--- src/rtl/mem_stage_ctrl.sv ---
// Memory-stage controller: splits 64-bit stores (and 64-bit loads under LOAD64_EN) into two
// 32-bit data-memory beats, stalling upstream for the first beat. All state changes on falling Clk.
module mem_stage_ctrl (
  input  logic        Clk,
  input  logic        Rst,
  input  logic        MemRead,
  input  logic        MemWrite,
  input  logic        MemWrite64,
  input  logic        MemRead64,
  input  logic [31:0] Adrs_MEM,
  input  logic [31:0] Rt_data_MEM,
  input  logic [63:0] Rt_data64_MEM,
  input  logic [4:0]  RegWr_MEM,
  input  logic [9:0]  WB_control_MEM,
  input  logic [31:0] dm_rdata,
  output logic [31:0] dm_addr,
  output logic [31:0] dm_wdata,
  output logic        dm_we,
  output logic        dm_re,
  output logic        Stall_MEM,
  output logic [31:0] Mem_data_WB,
  output logic [63:0] Mem_data64_WB,
  output logic [31:0] Alu_out_WB,
  output logic [4:0]  RegWr_WB,
  output logic [9:0]  WB_control_WB
);

  typedef enum logic [1:0] {IDLE, ST64_HI, LD64_HI} state_t;

  state_t      r_state;
  state_t      w_state_nxt;
  logic [31:0] w_adrs_hi;
  logic        w_bubble;
  logic        w_rd_done;
  logic [31:0] r_mem_data;
  logic [31:0] r_alu_out;
  logic [4:0]  r_regwr;
  logic [9:0]  r_wb_ctl;

  assign w_adrs_hi = Adrs_MEM + 32'd4;

  always_comb begin
    w_state_nxt = r_state;
    dm_addr     = Adrs_MEM;
    dm_wdata    = Rt_data_MEM;
    dm_we       = 1'b0;
    dm_re       = 1'b0;
    Stall_MEM   = 1'b0;
    w_bubble    = 1'b0;
    w_rd_done   = 1'b0;
    if (!Rst) begin
      case (r_state)
        IDLE: begin
          if (MemWrite64) begin
            dm_wdata    = Rt_data64_MEM[31:0];
            dm_we       = 1'b1;
            Stall_MEM   = 1'b1;
            w_bubble    = 1'b1;
            w_state_nxt = ST64_HI;
          end
`ifdef LOAD64_EN
          else if (MemRead64) begin
            dm_re       = 1'b1;
            Stall_MEM   = 1'b1;
            w_bubble    = 1'b1;
            w_state_nxt = LD64_HI;
          end
`endif
          else if (MemWrite) begin
            dm_we = 1'b1;
          end else if (MemRead) begin
            dm_re     = 1'b1;
            w_rd_done = 1'b1;
          end
        end
        ST64_HI: begin
          dm_addr     = w_adrs_hi;
          dm_wdata    = Rt_data64_MEM[63:32];
          dm_we       = 1'b1;
          w_state_nxt = IDLE;
        end
        LD64_HI: begin
          dm_addr     = w_adrs_hi;
          dm_re       = 1'b1;
          w_state_nxt = IDLE;
        end
        default: w_state_nxt = IDLE;
      endcase
    end
  end

  // First beat of a split op writes a bubble; data outputs keep their previous values.
  always_ff @(negedge Clk) begin
    if (Rst) begin
      r_state    <= IDLE;
      r_mem_data <= '0;
      r_alu_out  <= '0;
      r_regwr    <= '0;
      r_wb_ctl   <= '0;
    end else begin
      r_state <= w_state_nxt;
      if (w_bubble) begin
        r_regwr  <= '0;
        r_wb_ctl <= '0;
      end else begin
        r_alu_out <= Adrs_MEM;
        r_regwr   <= RegWr_MEM;
        r_wb_ctl  <= WB_control_MEM;
      end
      if (w_rd_done) r_mem_data <= dm_rdata;
    end
  end

`ifdef LOAD64_EN
  logic [31:0] r_lo;
  logic [63:0] r_data64;

  always_ff @(negedge Clk) begin
    if (Rst) begin
      r_lo     <= '0;
      r_data64 <= '0;
    end else begin
      if (r_state == IDLE && dm_re && Stall_MEM) r_lo <= dm_rdata;
      if (r_state == LD64_HI) r_data64 <= {dm_rdata, r_lo};
    end
  end

  assign Mem_data64_WB = r_data64;
`else
  logic w_unused_rd64;
  assign w_unused_rd64 = MemRead64;
  assign Mem_data64_WB = '0;
`endif

  assign Mem_data_WB   = r_mem_data;
  assign Alu_out_WB    = r_alu_out;
  assign RegWr_WB      = r_regwr;
  assign WB_control_WB = r_wb_ctl;

endmodule

--- config.mk ---
export PLATFORM = sky130hd
export DESIGN_NAME = mem_stage_ctrl
export DESIGN_NICKNAME = d
export VERILOG_FILES = /design/src/rtl/mem_stage_ctrl.sv
export SDC_FILE = /design/constraint.sdc
export NUM_CORES = 1
export LEC_CHECK = 0
export BUFFER_PORTS_ARGS = -buffer_cell sky130_fd_sc_hd__buf_2
export CORE_AREA = 2 2 153 155
export CTS_CLUSTER_DIAMETER = 30
export DETAILED_ROUTE_END_ITERATION = 10
export DIE_AREA = 0 0 155 157
export PLACE_DENSITY = 0.44
export SYNTH_ARGS = -nofsm -noshare
export SYNTH_HDL_FRONTEND = slang
export SYNTH_SLANG_ARGS = --single-unit
--- constraint.sdc ---
create_clock -name Clk -period 2.6 [get_ports Clk]
set_clock_uncertainty 0.15 [all_clocks]
set_input_delay 0.65 -clock Clk [delete_from_list [all_inputs] [get_ports Clk]]
set_output_delay 0.65 -clock Clk [all_outputs]
set_load 0.005 [all_outputs]
==> results of run 1 <==
[worst max-delay path: stages, from the launching register on]
cell and delay, ns:
dfxtp_2 0.31, buf_4 0.16, nor2b_4 0.17, buf_6 0.12
buf_12 0.13, a22oi_1 0.08, o21ai_2 0.17, buf_2 0.15
[state kept, by name (all words and copies together), names as in the netlist]
| register | flops |
|---|---|
| Alu_out_WB | 32 |
| RegWr_WB | 5 |
| r_state | 1 |
| WB_control_WB | 10 |
| Mem_data_WB | 32 |
[timing repair]
| action | CTS | global route |
|---|---|---|
| hold buffers | 0 | 0 |
| pin swaps | 23 | 18 |
| cloned | 3 | 5 |
| gates resized for setup | 141 | 59 |
| endpoints found under the setup margin | 208 | 223 |
| setup buffers | 8 | 10 |
[worst paths after layout]
path                      start             end  slack, ns  cells after the start
setup / recovery     r_state[0]    dm_wdata[18]      -1.20                      7
hold / removal    Alu_out_WB[9]   Alu_out_WB[9]       0.30                      2
setup reg to reg     r_state[0]  Alu_out_WB[27]       0.86                      6
hold reg to reg   Alu_out_WB[9]   Alu_out_WB[9]       0.30                      2
[power by group through the flow]
stage,registers (mW),clock network (mW),logic [mW]
2_1_floorplan,1.35,0.189,0.366
3_3_place_gp,1.34,0.189,0.691
3_5_place_dp,1.34,0.189,0.688
4_1_cts,1.34,1.90,0.768
5_1_grt,1.35,2.02,0.921
6_report,1.34,1.79,0.840
[stage by stage]
stage | TNS, ns | util, % | power, mW | instances
floorplan | -52.27 | - | 1.90 | 648
detailed placement | -87.04 | 28.8 | 2.22 | 1200
global placement | -86.28 | 28.8 | 2.22 | 1200
CTS | -110.89 | 34.0 | 4.01 | 1305
finish | -113.38 | 36.1 | 3.97 | 1319
global route | -126.62 | 36.1 | 4.28 | 1319
[layout make-up]
cell class | count | area [um2] | share of cell area (%)
Timing Repair Buffer | 395 | 2800 | 34.5
Tap cell | 285 | 357 | 4.40
Clock buffer | 9 | 225 | 2.78
Clock inverter | 87 | 377 | 4.64
Inverter | 3 | 11.3 | 0.139
Sequential cell | 80 | 1690 | 20.8
Multi-Input combinational cell | 460 | 2650 | 32.7
[kinds of logic (layout without fill, tap and decap cells)]
group / count (synthesis) / after routing / synth area share [%]
AOI/OAI and AO/OA: 97 / 97 / 12.8
buffers and inverters: 109 / 494 / 15.5
xor gates and xnor gates: 29 / 29 / 5.72
muxes: 1 / 1 / 0.254
adders and majority gates: 1 / 1 / 0.282
DFF: 80 / 80 / 36.1
other: 1 / 64 / 0.0844
and+or+nand+nor: 267 / 268 / 29.4
[layer usage]
metal / GRT usage (%) / vias up / part of all wire [%]
met2: 23.3 / 254 / 49
li1: - / 2711 / -
met1: 17.0 / 2509 / 41
met5: 0 / - / 0.082
met4: 6.75 / 2 / 1.5
met3: 6.03 / 24 / 8.1
[placed cells by master (no fill, tap or decap), types with 12 or more instances in the layout]
cell         n
buf_4       43
nand3b_1    33
o21ai_1     31
buf_12      12
and2_1      17
dfxtp_2     70
inv_1       82
conb_1      64
buf_6       61
clkbuf_16   14
a21oi_1     14
xnor2_1     22
buf_2      271
a22oi_1     28
a21oi_2     18
nand2_1    162
==> run metrics, run 1 <==
die height=157 um; fraction of registers with async set/reset=0%; CTS Buffer Depth=2; final setup vio count=223; Comb power frac=21.1%; Post-synth EDFFs=0; Hold Path Class=reg2reg; critical path class=reg2out; initial antenna violation count=1; Final Cell Area=~8100 um2; Rows=55; critical-path maximum fanout=9; Hold WS=~0.30 ns; Seq/Total Area, Yosys=a little over a third; I/O pin total=391; top cells by count, synth=nand2_1, dfxtp_1, buf_4, nand3b_1; H-tree depth=3; pwr dens=490 nW/um2; NetSw=approximately 1.4 mW; dominant cell by count in the synthesized netlist=nand2_1; final net count=1211; failing checks=setup timing; Port Buffers=about 330; Die ar.=24300 um2; DR WL/cell=around 15 um; fillers=2421; MaxCap Viol Count=0; DR iter-0 viols=171; routability cong.=slightly below 0.8; Clock power frac=45.0%; fin. max-slew vios=0; worst vdd ir=0.273 mV; CTS Root Cell=clkbuf_16; fraction of layout cells with a size suffix above 1=52.5%; total gr overflow=0; Syn-to-layout area delta=82.6%; CP endpoint kind=output pin; mapped cell area=4440 um2; initial core utilization=between 10% and 20%; top post-synthesis cells by area=dfxtp_1, nand2_1, buf_4, nand3b_1, a22oi_1; Sw Share=approximately 35%; prevailing post-synth register cell=dfxtp_1; synthesized instance count=585; DRT Pass-1 Iters=4; Final Hold Viols=0; CTS tree=yes; Routed WL=between 15 and 20 mm; Final WS setup=-1.20 ns; area leader, netlist=dfxtp_1; Post-Place Cell Area=about 6500 um2; DRC Markers=0; CP startpoint kind=flip-flop; Yosys cell types=33; status=complete, but fails checks; first-pass GRT wire length=roughly 28 mm; Global Route Usage Sum=14.6%; Die X=between 150 and 200 um; Num CTS Buffers=9; synth warn=0; hpwl dp=about 14 mm; RSZ-0062 raised after global routing=yes; register share of total power=33.8%; Via Count=5500; Avg Cell Area, Syn=approximately 7.6 um2; largest net degree at the start of global routing=34; worst skew pair latency=approximately 0.40 ns; DRT antenna net count=0; flops & latches, synth=80; Leakage=around 4.3 nW; crit path DAT=3.00 ns; Int Power=around 2.6 mW; worst slack, placed=-0.798 ns; Avg Vias per Cell=4.17; share of the synthesized area in the top cell type=36.1%; number of global-route vias before repair=5301; Core Box Area=22500 um2; CTS sink cnt=80; ant diodes=0; required time worst endpoint=1.80 ns; clk slew on worst S/H paths=0.03 ns
No activity file was read; power rests on OpenSTA's default activity.
==> run 2, diff against run 1 <==
- RECOVER_POWER: default -> 50
- REMOVE_ABC_BUFFERS: default -> 1
==> run metrics, run 2 (synthesis results as in run 1) <==
critical path class=reg2out (unchanged); Hold Path Class=reg2reg (unchanged); Num CTS Buffers=9 (unchanged); Die ar.=24300 um2 (unchanged); critical-path maximum fanout=5 (was 9); Final Core Density=40.1% (was 36.1%); routability cong.=0.773 (was 0.778); H-tree depth=3 (unchanged); hpwl dp=15.7 mm (was 13.9 mm); initial antenna violation count=0 (was 1); Die X=155 um (unchanged); fin. max-slew vios=0 (unchanged); I/O pin total=391 (unchanged); Global Route Usage Sum=16.1% (was 14.6%); CP peak stage delay=0.32 ns (was 0.31 ns); largest net degree at the start of global routing=36 (was 34); DR iter-0 viols=254 (was 171); final setup vio count=223 (unchanged); Worst path top cell family by delay=buffers and inverters (unchanged); Post-Place Cells=1210 (was 1200); Hold Buf Count CTS=0 (unchanged); Final Cell Area=9030 um2 (was 8110 um2); Routed WL=22.6 mm (was 19.4 mm); CTS sink cnt=80 (unchanged); required time worst endpoint=1.80 ns (about the same); Final Hold Viols=0 (unchanged); status=complete, but fails checks (unchanged); CTS tree=yes (unchanged); crit path DAT=3.07 ns (was 3.00 ns); number of global-route vias before repair=5569 (was 5301); Final WS setup=-1.27 ns (was -1.20 ns); Port Buffers=325 (unchanged); total power=4.29 mW (was 3.97 mW); Leakage=4.76 nW (was 4.32 nW); DRT Pass-1 Iters=4 (unchanged); CP startpoint kind=flip-flop (unchanged); final net count=1246 (was 1211); worst vdd ir=0.365 mV (was 0.273 mV); fraction of layout cells with a size suffix above 1=60.9% (was 52.5%); Post-Place Cell Area=6550 um2 (was 6480 um2); worst slack, placed=-0.845 ns (was -0.798 ns); commonest non-fill, non-tap cells in the layout=buf_2, nand2_1, buf_6 (was buf_2, nand2_1, inv_1); setup tns final=-132.15 ns (was -113.38 ns); Crit path top cell by count=buf_6; pwr dens=476 nW/um2 (was 490 nW/um2); worst skew pair latency=0.39 ns (was 0.40 ns); CTS Buffer Depth=2 (unchanged); total gr overflow=0 (unchanged); Syn-to-layout area delta=103% (was 82.6%); Avg Vias per Cell=4.28 (was 4.17); fillers=2420 (was 2421); failing checks=setup timing (unchanged); DR WL/cell=16.7 um (was 14.7 um); MaxCap Viol Count=0 (unchanged); initial core utilization=19.7% (unchanged); clk slew on worst S/H paths=0.03 ns (about the same); WP buf/inv=5 (was 4); Layout Cells excl Fill=1353 (was 1319); Core Box Area=22500 um2 (unchanged); die height=157 um (unchanged); ant diodes=0 (unchanged); DRC Markers=0 (unchanged); Rows=55 (unchanged); CP endpoint kind=output pin (unchanged); DRT antenna net count=0 (unchanged); Hold WS=0.296 ns (about the same); Crit-path slowest cell=dfxtp_2 (unchanged); CTS Root Cell=clkbuf_16 (unchanged); first-pass GRT wire length=30.3 mm (was 27.8 mm); most common cell after layout, fill and taps aside=buf_2 (unchanged); crit-path cells=buf_6, buf_12, nor3_4, buf_6, nand3b_1, inv_2, buf_6 (was buf_4, nor2b_4, buf_6, buf_12, a22oi_1, o21ai_2, buf_2); RSZ-0062 raised after global routing=yes (unchanged); Via Count=5791 (was 5500)
run 2: cell count changes in the layout (fill, tap and decap cells not counted), moves of 10 or more:
cell,change
nand2_1,-27
a22oi_2,+28
buf_2,-10
buf_6,+27
nand2_2,+15
nand2_4,+12
a22oi_1,-28
run 2: where the power goes:
| group | switching, mW | leakage [nW] | internal, mW |
|---|---|---|---|
| Combinational | 0.482 | 3.49 | 0.545 |
| Clock | 0.910 | 0.586 | 1.01 |
| Sequential | 0.0403 | 0.685 | 1.31 |
run 2: final timing paths:
check	startpoint	slack, ns	cells after the start	end
max reg2reg	r_state[0]	0.58	12	Mem_data_WB[10]
max	r_state[0]	-1.27	7	dm_re
min reg2reg	Alu_out_WB[6]	0.30	2	Alu_out_WB[6]
min	Alu_out_WB[6]	0.30	2	Alu_out_WB[6]
run 2: worst min-delay path, stage by stage (launching register included):
cell and delay, ns:
dfxtp_2 0.31, nand2_1 0.05, a21oi_1 0.05
run 2: metal layers:
layer  track usage, %  vias to the layer above  share of wire, %
met5                0                        -                 0
met4             7.01                        0               2.0
met3             6.69                       26               8.4
met2             26.9                      283                51
met1             18.2                     2703                39
li1                 -                     2779                 -
run 2: cell type report:
cell class                 instances  area (um2)  area share, %
sequential                        80        1690           18.7
tap                              285         357           3.95
timing repair buffer             430        3300           36.5
multi-input combinational        460        3060           33.8
clock inverter                    86         390           4.32
clock buffer                       9         225           2.49
inverter                           3        11.3          0.125
run 2: what timing repair did:
item | 4_1_cts | 5_1_grt
resized for setup | 219 | 155
setup buffers | 12 | 32
hold endpoints to repair | 0 | 0
pin swaps | 44 | 49
setup endpoints to repair | 223 | 223
gates cloned | 6 | 9
